### src/rtl/mem_unit_pkg.sv
// Shared constants, data/address types and the transaction opcode
// used by the memory unit and its verification environment.
package pack;

    localparam int unsigned DATA_W = 32;
    localparam int unsigned ADDR_W = 4;
    localparam int unsigned DEPTH  = 16;

    typedef logic [DATA_W-1:0] data_t;
    typedef logic [ADDR_W-1:0] addr_t;

    typedef enum logic [1:0] {
        READ  = 2'd0,
        WRITE = 2'd1,
        IDLE  = 2'd2
    } op_t;

endpackage

### src/rtl/mem_unit.sv
// Single-port synchronous RAM: one access per cycle, registered read data
// with a valid flag, and a one-cycle error pulse for out-of-range addresses.
module mem_unit #(
    parameter int unsigned DATA_W = pack::DATA_W,
    parameter int unsigned ADDR_W = pack::ADDR_W,
    parameter int unsigned DEPTH  = pack::DEPTH
) (
    input  logic              CLK,
    input  logic              RST,
    input  logic              EN,
    input  logic              WR_EN,
    input  logic [ADDR_W-1:0] ADDR,
    input  logic [DATA_W-1:0] DATA_IN,
    output logic [DATA_W-1:0] DATA_OUT,
    output logic              VALID_OUT,
    output logic              ERR
);

    // One extra bit so DEPTH == 2**ADDR_W is representable.
    localparam logic [ADDR_W:0] DEPTH_L = (ADDR_W+1)'(DEPTH);

    logic [DATA_W-1:0] mem_q [DEPTH];
    logic [DATA_W-1:0] data_q, data_d;
    logic              valid_q, valid_d;
    logic              err_q, err_d;
    logic              in_range;
    logic              do_write;

    assign in_range = ({1'b0, ADDR} < DEPTH_L);
    assign do_write = EN && WR_EN && in_range;

    always_comb begin
        data_d  = data_q;
        valid_d = 1'b0;
        err_d   = 1'b0;
        if (EN) begin
            if (!in_range) begin
                err_d = 1'b1;
                if (!WR_EN) begin
                    data_d = '0;
                end
            end else if (!WR_EN) begin
                data_d  = mem_q[ADDR];
                valid_d = 1'b1;
            end
        end
    end

    always_ff @(posedge CLK or negedge RST) begin
        if (!RST) begin
            mem_q   <= '{default: '0};
            data_q  <= '0;
            valid_q <= 1'b0;
            err_q   <= 1'b0;
        end else begin
            if (do_write) begin
                mem_q[ADDR] <= DATA_IN;
            end
            data_q  <= data_d;
            valid_q <= valid_d;
            err_q   <= err_d;
        end
    end

    assign DATA_OUT  = data_q;
    assign VALID_OUT = valid_q;
    assign ERR       = err_q;

endmodule

### config.mk
export PLATFORM = sky130hd
export DESIGN_NAME = mem_unit
export DESIGN_NICKNAME = d
export VERILOG_FILES = /design/src/rtl/mem_unit_pkg.sv /design/src/rtl/mem_unit.sv
export SDC_FILE = /design/constraint.sdc
export NUM_CORES = 1
export LEC_CHECK = 0
export CAP_MARGIN = 5
export CELL_PAD_IN_SITES_DETAIL_PLACEMENT = 1
export CELL_PAD_IN_SITES_GLOBAL_PLACEMENT = 1
export CORE_AREA = 2 2 267 269
export DETAILED_ROUTE_END_ITERATION = 6
export DIE_AREA = 0 0 269 271
export HOLD_SLACK_MARGIN = 0.06
export MAX_ROUTING_LAYER = met4
export PLACE_DENSITY = 0.68
export SLEW_MARGIN = 20
export SYNTH_ARGS = -nofsm -noshare
export SYNTH_HDL_FRONTEND = slang
export SYNTH_SLANG_ARGS = --single-unit
### constraint.sdc
create_clock -name CLK -period 2.02 [get_ports CLK]
set_clock_uncertainty 0.1 [all_clocks]
set_input_delay 0.404 -clock CLK [delete_from_list [all_inputs] [get_ports CLK]]
set_output_delay 0.404 -clock CLK [all_outputs]
set_load 0.1 [all_outputs]
Word level (Yosys, flattened, before mapping) --
Cells that the tools add are included.
Word-level totals: register bits 545, bits of input ports 40, output and inout bits 34, word-level logic and storage cells 33
Cells by class: order comparisons 2, muxes and demuxes 8, bitwise logic cells 2, reduce and logical (&&, ||, !) cells 3
Operators with widths (count):
- $bwmux 512 | 1
- $bmux 32 s4 | 1
- $demux 32 s4 | 1
- $mux 32 | 3
- $ge 5x5->1 const B | 1
- $lt 5x1->1 const B | 1
- $not 4->5 | 1
- $logic_and 1x1->1 | 2
- $mux 1 | 2
- $reduce_and 2->1 | 1
- $not 1->1 | 1

Depth between registers and ports, before layout --
Gate-level depths: netlist of the first run.
depth after elaboration 6, depth in mapped cells 7, mapped depth without buffers 4

Worst setup path after synthesis of the first run --
No wires, ideal clock.
path type input -> register, from input port ADDR[0], to register mem_q[309] (netlist bit), library setup time 125 ps, arrival time 1686 ps, required time 1795 ps, path slack 110 ps, stages on the path 7, cell sequence buf_4 > nor2b_1 > buf_2 > nand3_1 > nor2_2 > buf_4 > mux2_2
Between the ends: longest elaborated chain between the ends 6
RTL lines:
- from (decl) | RTL line mem_unit.sv:12 | input logic [ADDR_W-1:0] ADDR,
- $not 4->5 (not written as such) (*) | RTL line mem_unit.sv:57 | mem_q[ADDR] <= DATA_IN;
- $ge 5x5->1 (not written as such) or $lt 5x1->1 (tied branches) | RTL line mem_unit.sv:57
- $logic_and 1x1->1 (not written as such) | RTL line mem_unit.sv:57
- $mux 32 (not written as such) | RTL line mem_unit.sv:57
- $demux 32 s4 (*) | RTL line mem_unit.sv:57
- $bwmux 512 (*) | RTL line mem_unit.sv:57
- to (signal assigned) | RTL line mem_unit.sv:51 | mem_q <= '{default: '0};
- to (signal, indexed assignment) | RTL line mem_unit.sv:57
- to (decl) | RTL line mem_unit.sv:22 | logic [DATA_W-1:0] mem_q [DEPTH];
Mark *: on every way between the ends. The rest lies on a longest branch, timed or not. A chain may end at the register's enable or synchronous reset.

Worst setup path after layout of the first run --
from register data_q[30], in the netlist DATA_OUT[30], to output port DATA_OUT[30]
RTL lines:
- from (decl) | RTL line mem_unit.sv:23 | logic [DATA_W-1:0] data_q, data_d;
- from (signal assigned) | RTL line mem_unit.sv:59 | data_q <= data_d;
- to (decl) | RTL line mem_unit.sv:14 | output logic [DATA_W-1:0] DATA_OUT,
No word-level cell between the ends.

==> results of run 1 <==
==> cell type report <==
type / count / area [um^2]
timing repair buffer: 212 / 2630
clock buffer: 90 / 1760
sequential: 545 / 13600
antenna: 1 / 2.50
clock inverter: 13 / 198
multi-input combinational: 994 / 9990
fill: 6936 / 40400
tap: 940 / 1180
==> stage by stage <==
step,cells,utilization,TNS (ps),total power [W]
final,2795,0.421,0,0.0306
after global routing,2795,0.421,0,0.0320
after CTS,2794,0.421,0,0.0310
after detailed placement,2690,0.393,-142380,0.0199
after global placement,2690,0.393,-127640,0.0195
after floorplan,1688,-,0,0.0177
==> synth_stat cells (all sizes together) <==
cell / number / area (um^2)
nor2b: 3 / 18.8
nor2: 74 / 285
mux2i: 192 / 1920
nor4: 1 / 12.5
and2: 1 / 6.26
nand3: 4 / 20.0
nand3b: 2 / 15.0
mux4: 32 / 721
o22ai: 64 / 400
or4: 1 / 7.51
a221oi: 32 / 280
dfrtp: 545 / 13600
nand4: 2 / 12.5
mux2: 512 / 5770
nand2b: 3 / 18.8
conb: 1 / 3.75
clkbuf: 63 / 238
a31oi: 32 / 200
nand2: 3 / 11.3
or3b: 1 / 8.76
o21ai: 32 / 160
nor3: 2 / 15.0
buf: 86 / 482
==> worst max-delay path by stage <==
stage,cells past startpoint,to,start,slack [ps]
after floorplan,7,mem_q[309],ADDR[0],110
after global placement,5,mem_q[369],WR_EN,-450
after detailed placement,5,mem_q[365],EN,-460
after CTS,1,DATA_OUT[30],DATA_OUT[30],120
after global routing,5,mem_q[369],EN,110
final,1,DATA_OUT[30],DATA_OUT[30],130
==> flip-flops by register name, summed over array words and instances (netlist names) <==
register   cells
mem_q        512
DATA_OUT      32
VALID_OUT      1
==> what timing repair did <==
item / CTS / global route
hold buffers: 1 / 0
endpoints found under the hold margin: 419 / 0
setup buffers: 0 / 0
==> cell families after synthesis <==
logic type      share of synthesized area
flops                               0.563
other cells                      0.000155
simple gates                       0.0178
compound gates                     0.0429
mux                                 0.347
buf+inv                            0.0297
==> cells in the final DEF (no fill, tap or decap), types with 2 or more instances in the layout <==
cell type / synthesis / final
sky130_fd_sc_hd__dfrtp_1: 545 / 545
sky130_fd_sc_hd__mux2_2: 501 / 501
sky130_fd_sc_hd__mux2i_1: 192 / 192
sky130_fd_sc_hd__buf_4: 15 / 97
sky130_fd_sc_hd__buf_12: 0 / 75
sky130_fd_sc_hd__nor2_1: 71 / 65
sky130_fd_sc_hd__o22ai_1: 64 / 64
sky130_fd_sc_hd__clkbuf_16: 0 / 59
sky130_fd_sc_hd__clkdlybuf4s50_1: 0 / 34
sky130_fd_sc_hd__mux4_2: 32 / 32
sky130_fd_sc_hd__a221oi_1: 32 / 32
sky130_fd_sc_hd__o21ai_0: 32 / 32
sky130_fd_sc_hd__a31oi_1: 32 / 32
sky130_fd_sc_hd__clkbuf_8: 0 / 17
sky130_fd_sc_hd__clkbuf_1: 62 / 14
sky130_fd_sc_hd__mux2_1: 11 / 11
sky130_fd_sc_hd__nor2_4: 0 / 9
sky130_fd_sc_hd__clkinv_2: 0 / 6
sky130_fd_sc_hd__bufinv_16: 0 / 5
sky130_fd_sc_hd__nand3_1: 4 / 3
sky130_fd_sc_hd__nor2b_4: 0 / 2
sky130_fd_sc_hd__nand2_1: 3 / 2
sky130_fd_sc_hd__nand3b_1: 2 / 2
sky130_fd_sc_hd__nand4_1: 2 / 2
sky130_fd_sc_hd__nand2b_1: 3 / 2
sky130_fd_sc_hd__inv_6: 0 / 2
sky130_fd_sc_hd__buf_8: 0 / 2
sky130_fd_sc_hd__buf_2: 64 / 2
==> per-layer routing <==
metal | vias up | routed length, um | GRT usage
met5 | - | 0 | -
met1 | 7885 | 29900 | 0.252
met3 | 121 | 2090 | 0.0231
li1 | 6429 | - | -
met4 | 0 | 1930 | 0.0605
met2 | 215 | 31900 | 0.307
==> report_power, final <==
group,internal [W],switching [W],total (W)
clock,0.00658,0.00433,0.0109
sequential,0.0130,0.00118,0.0142
combinational,0.00287,0.00259,0.00546
==> results by group, run 1 <==
Outcome
  • Result of the run: completed

Routing
  • ANT nets after route: 0
  • Vias: roughly 15k
  • Routed wire length: 65900 um
  • Detailed-router iteration count before antenna repair: 4
  • Drt initial violations: a little over 700
  • DR vias/cell: between 5 and 6
  • Routed wire length per instance: about 24 um
  • Drt drc: 0

Global routing
  • Largest net degree at the start of global routing: 76
  • Initial antenna violation count: 1
  • Total Routing Usage GR: 0.191
  • Vias in the first global route: 16.8k
  • Global-route wire length before repair: 104000 um
  • Remaining global-route overflow: 0

Critical path
  • Delay of the slowest cell on the worst path: ~540 ps
  • Required time worst endpoint: 1520 ps
  • Cell breakdown of the critical path: buf_12
  • Register-to-Register Path Depth: 4
  • Buf/Inv on CP: 1
  • Slowest library cell on the worst path: sky130_fd_sc_hd__dfrtp_1
  • Critical path class: flop to output port
  • Destination of the worst register-to-register timing path: DATA_OUT[2]
  • Crit path capture type: output port
  • Startpoint Class: flop
  • Register-to-register setup slack: between 200 and 300 ps
  • Crit path arrival time: ~1400 ps
  • Category of cells accounting for the largest share of critical-path delay: flip-flops
  • Crit-path max FO: 2
  • Worst r2r src: mem_q[322]

Synthesis
  • Synthesized area per cell: roughly 14 um^2
  • Register bit count reported by yosys: ~550
  • Unique cell type count in the Yosys netlist: 30
  • Summed instance area of the synthesized netlist: 24200 um^2
  • Post-Syn Instances: approximately 1.7k
  • Portion of the post-synthesis area used by sequential elements: 0.563
  • Yosys Warn Count: 0
  • Net count after synthesis: roughly 1.7k

Placement
  • PortBufs: 72
  • Setup WS pre-CTS: -463 ps
  • Cell area reported after detailed placement: 27400 um^2
  • Half-perimeter wire length of the detailed placement result: approximately 42000 um
  • Weighted congestion at the end of routability-driven global placement: between 0.7 and 0.8

Floorplan
  • # rows: slightly below 100
  • Die width: 269 um
  • Core region area: 69800 um^2
  • Die Area: approximately 73000 um^2
  • Top Ports: 74
  • Height of the die: about 270 um
  • Initial Utilization: 0.347

Final layout
  • Total non-filler cell area in the finished layout: approximately 29000 um^2
  • Synthesis-to-layout area growth: 21.3%
  • Final Net Count: roughly 1.9k
  • Fraction of layout instances using a drive strength above 1: 0.441

Clock network
  • Number of buffers on the longest clock path: 3
  • Clock Latency Late Sink: 620 ps
  • Gates resized, CTS repair: 0
  • H-tree lvl count: 2
  • CTS root buffer: sky130_fd_sc_hd__clkbuf_16
  • TritonCTS clock tree: yes
  • CTS Buf Count: 57
  • Clock-pin slew of the registers on the worst-case setup and hold paths: 60 ps
  • Sinks on Clock Net: 545

Timing
  • Slew margin rel.: 0.573
  • Shortest clock period the worst path allows after layout: roughly 1900 ps
  • Worst slew pin tran: between 600 and 700 ps
  • Hold violation total from the final report: 0
  • Fin. max-slew vios: 0
  • Setup violators final: 0
  • Share of the clock period used by the worst path after layout: 0.938
  • Worst hold slack after final layout: roughly 190 ps
  • Peak Freq: 528 MHz
  • Unrepaired setup endpoints after global routing: no
  • Post-route setup slack: between 100 and 150 ps

Run
  • Max-capacitance violation count: 0

Pwr
  • Leak: approximately 13 nW
  • Max rail drop VDD: 0.722 mV
  • Pwr per Cell Area: approximately 1000 nW/um^2

Worst hold path
  • Path type of the worst min-delay path: input pin to async pin
No activity file was read; power rests on OpenSTA's default activity.
==> run 2: changes to the inputs <==
GPL_ROUTABILITY_DRIVEN = 0   (was unset)
==> results of run 2 <==
The final DEF is identical to that of run 1; final timing and power are the same.
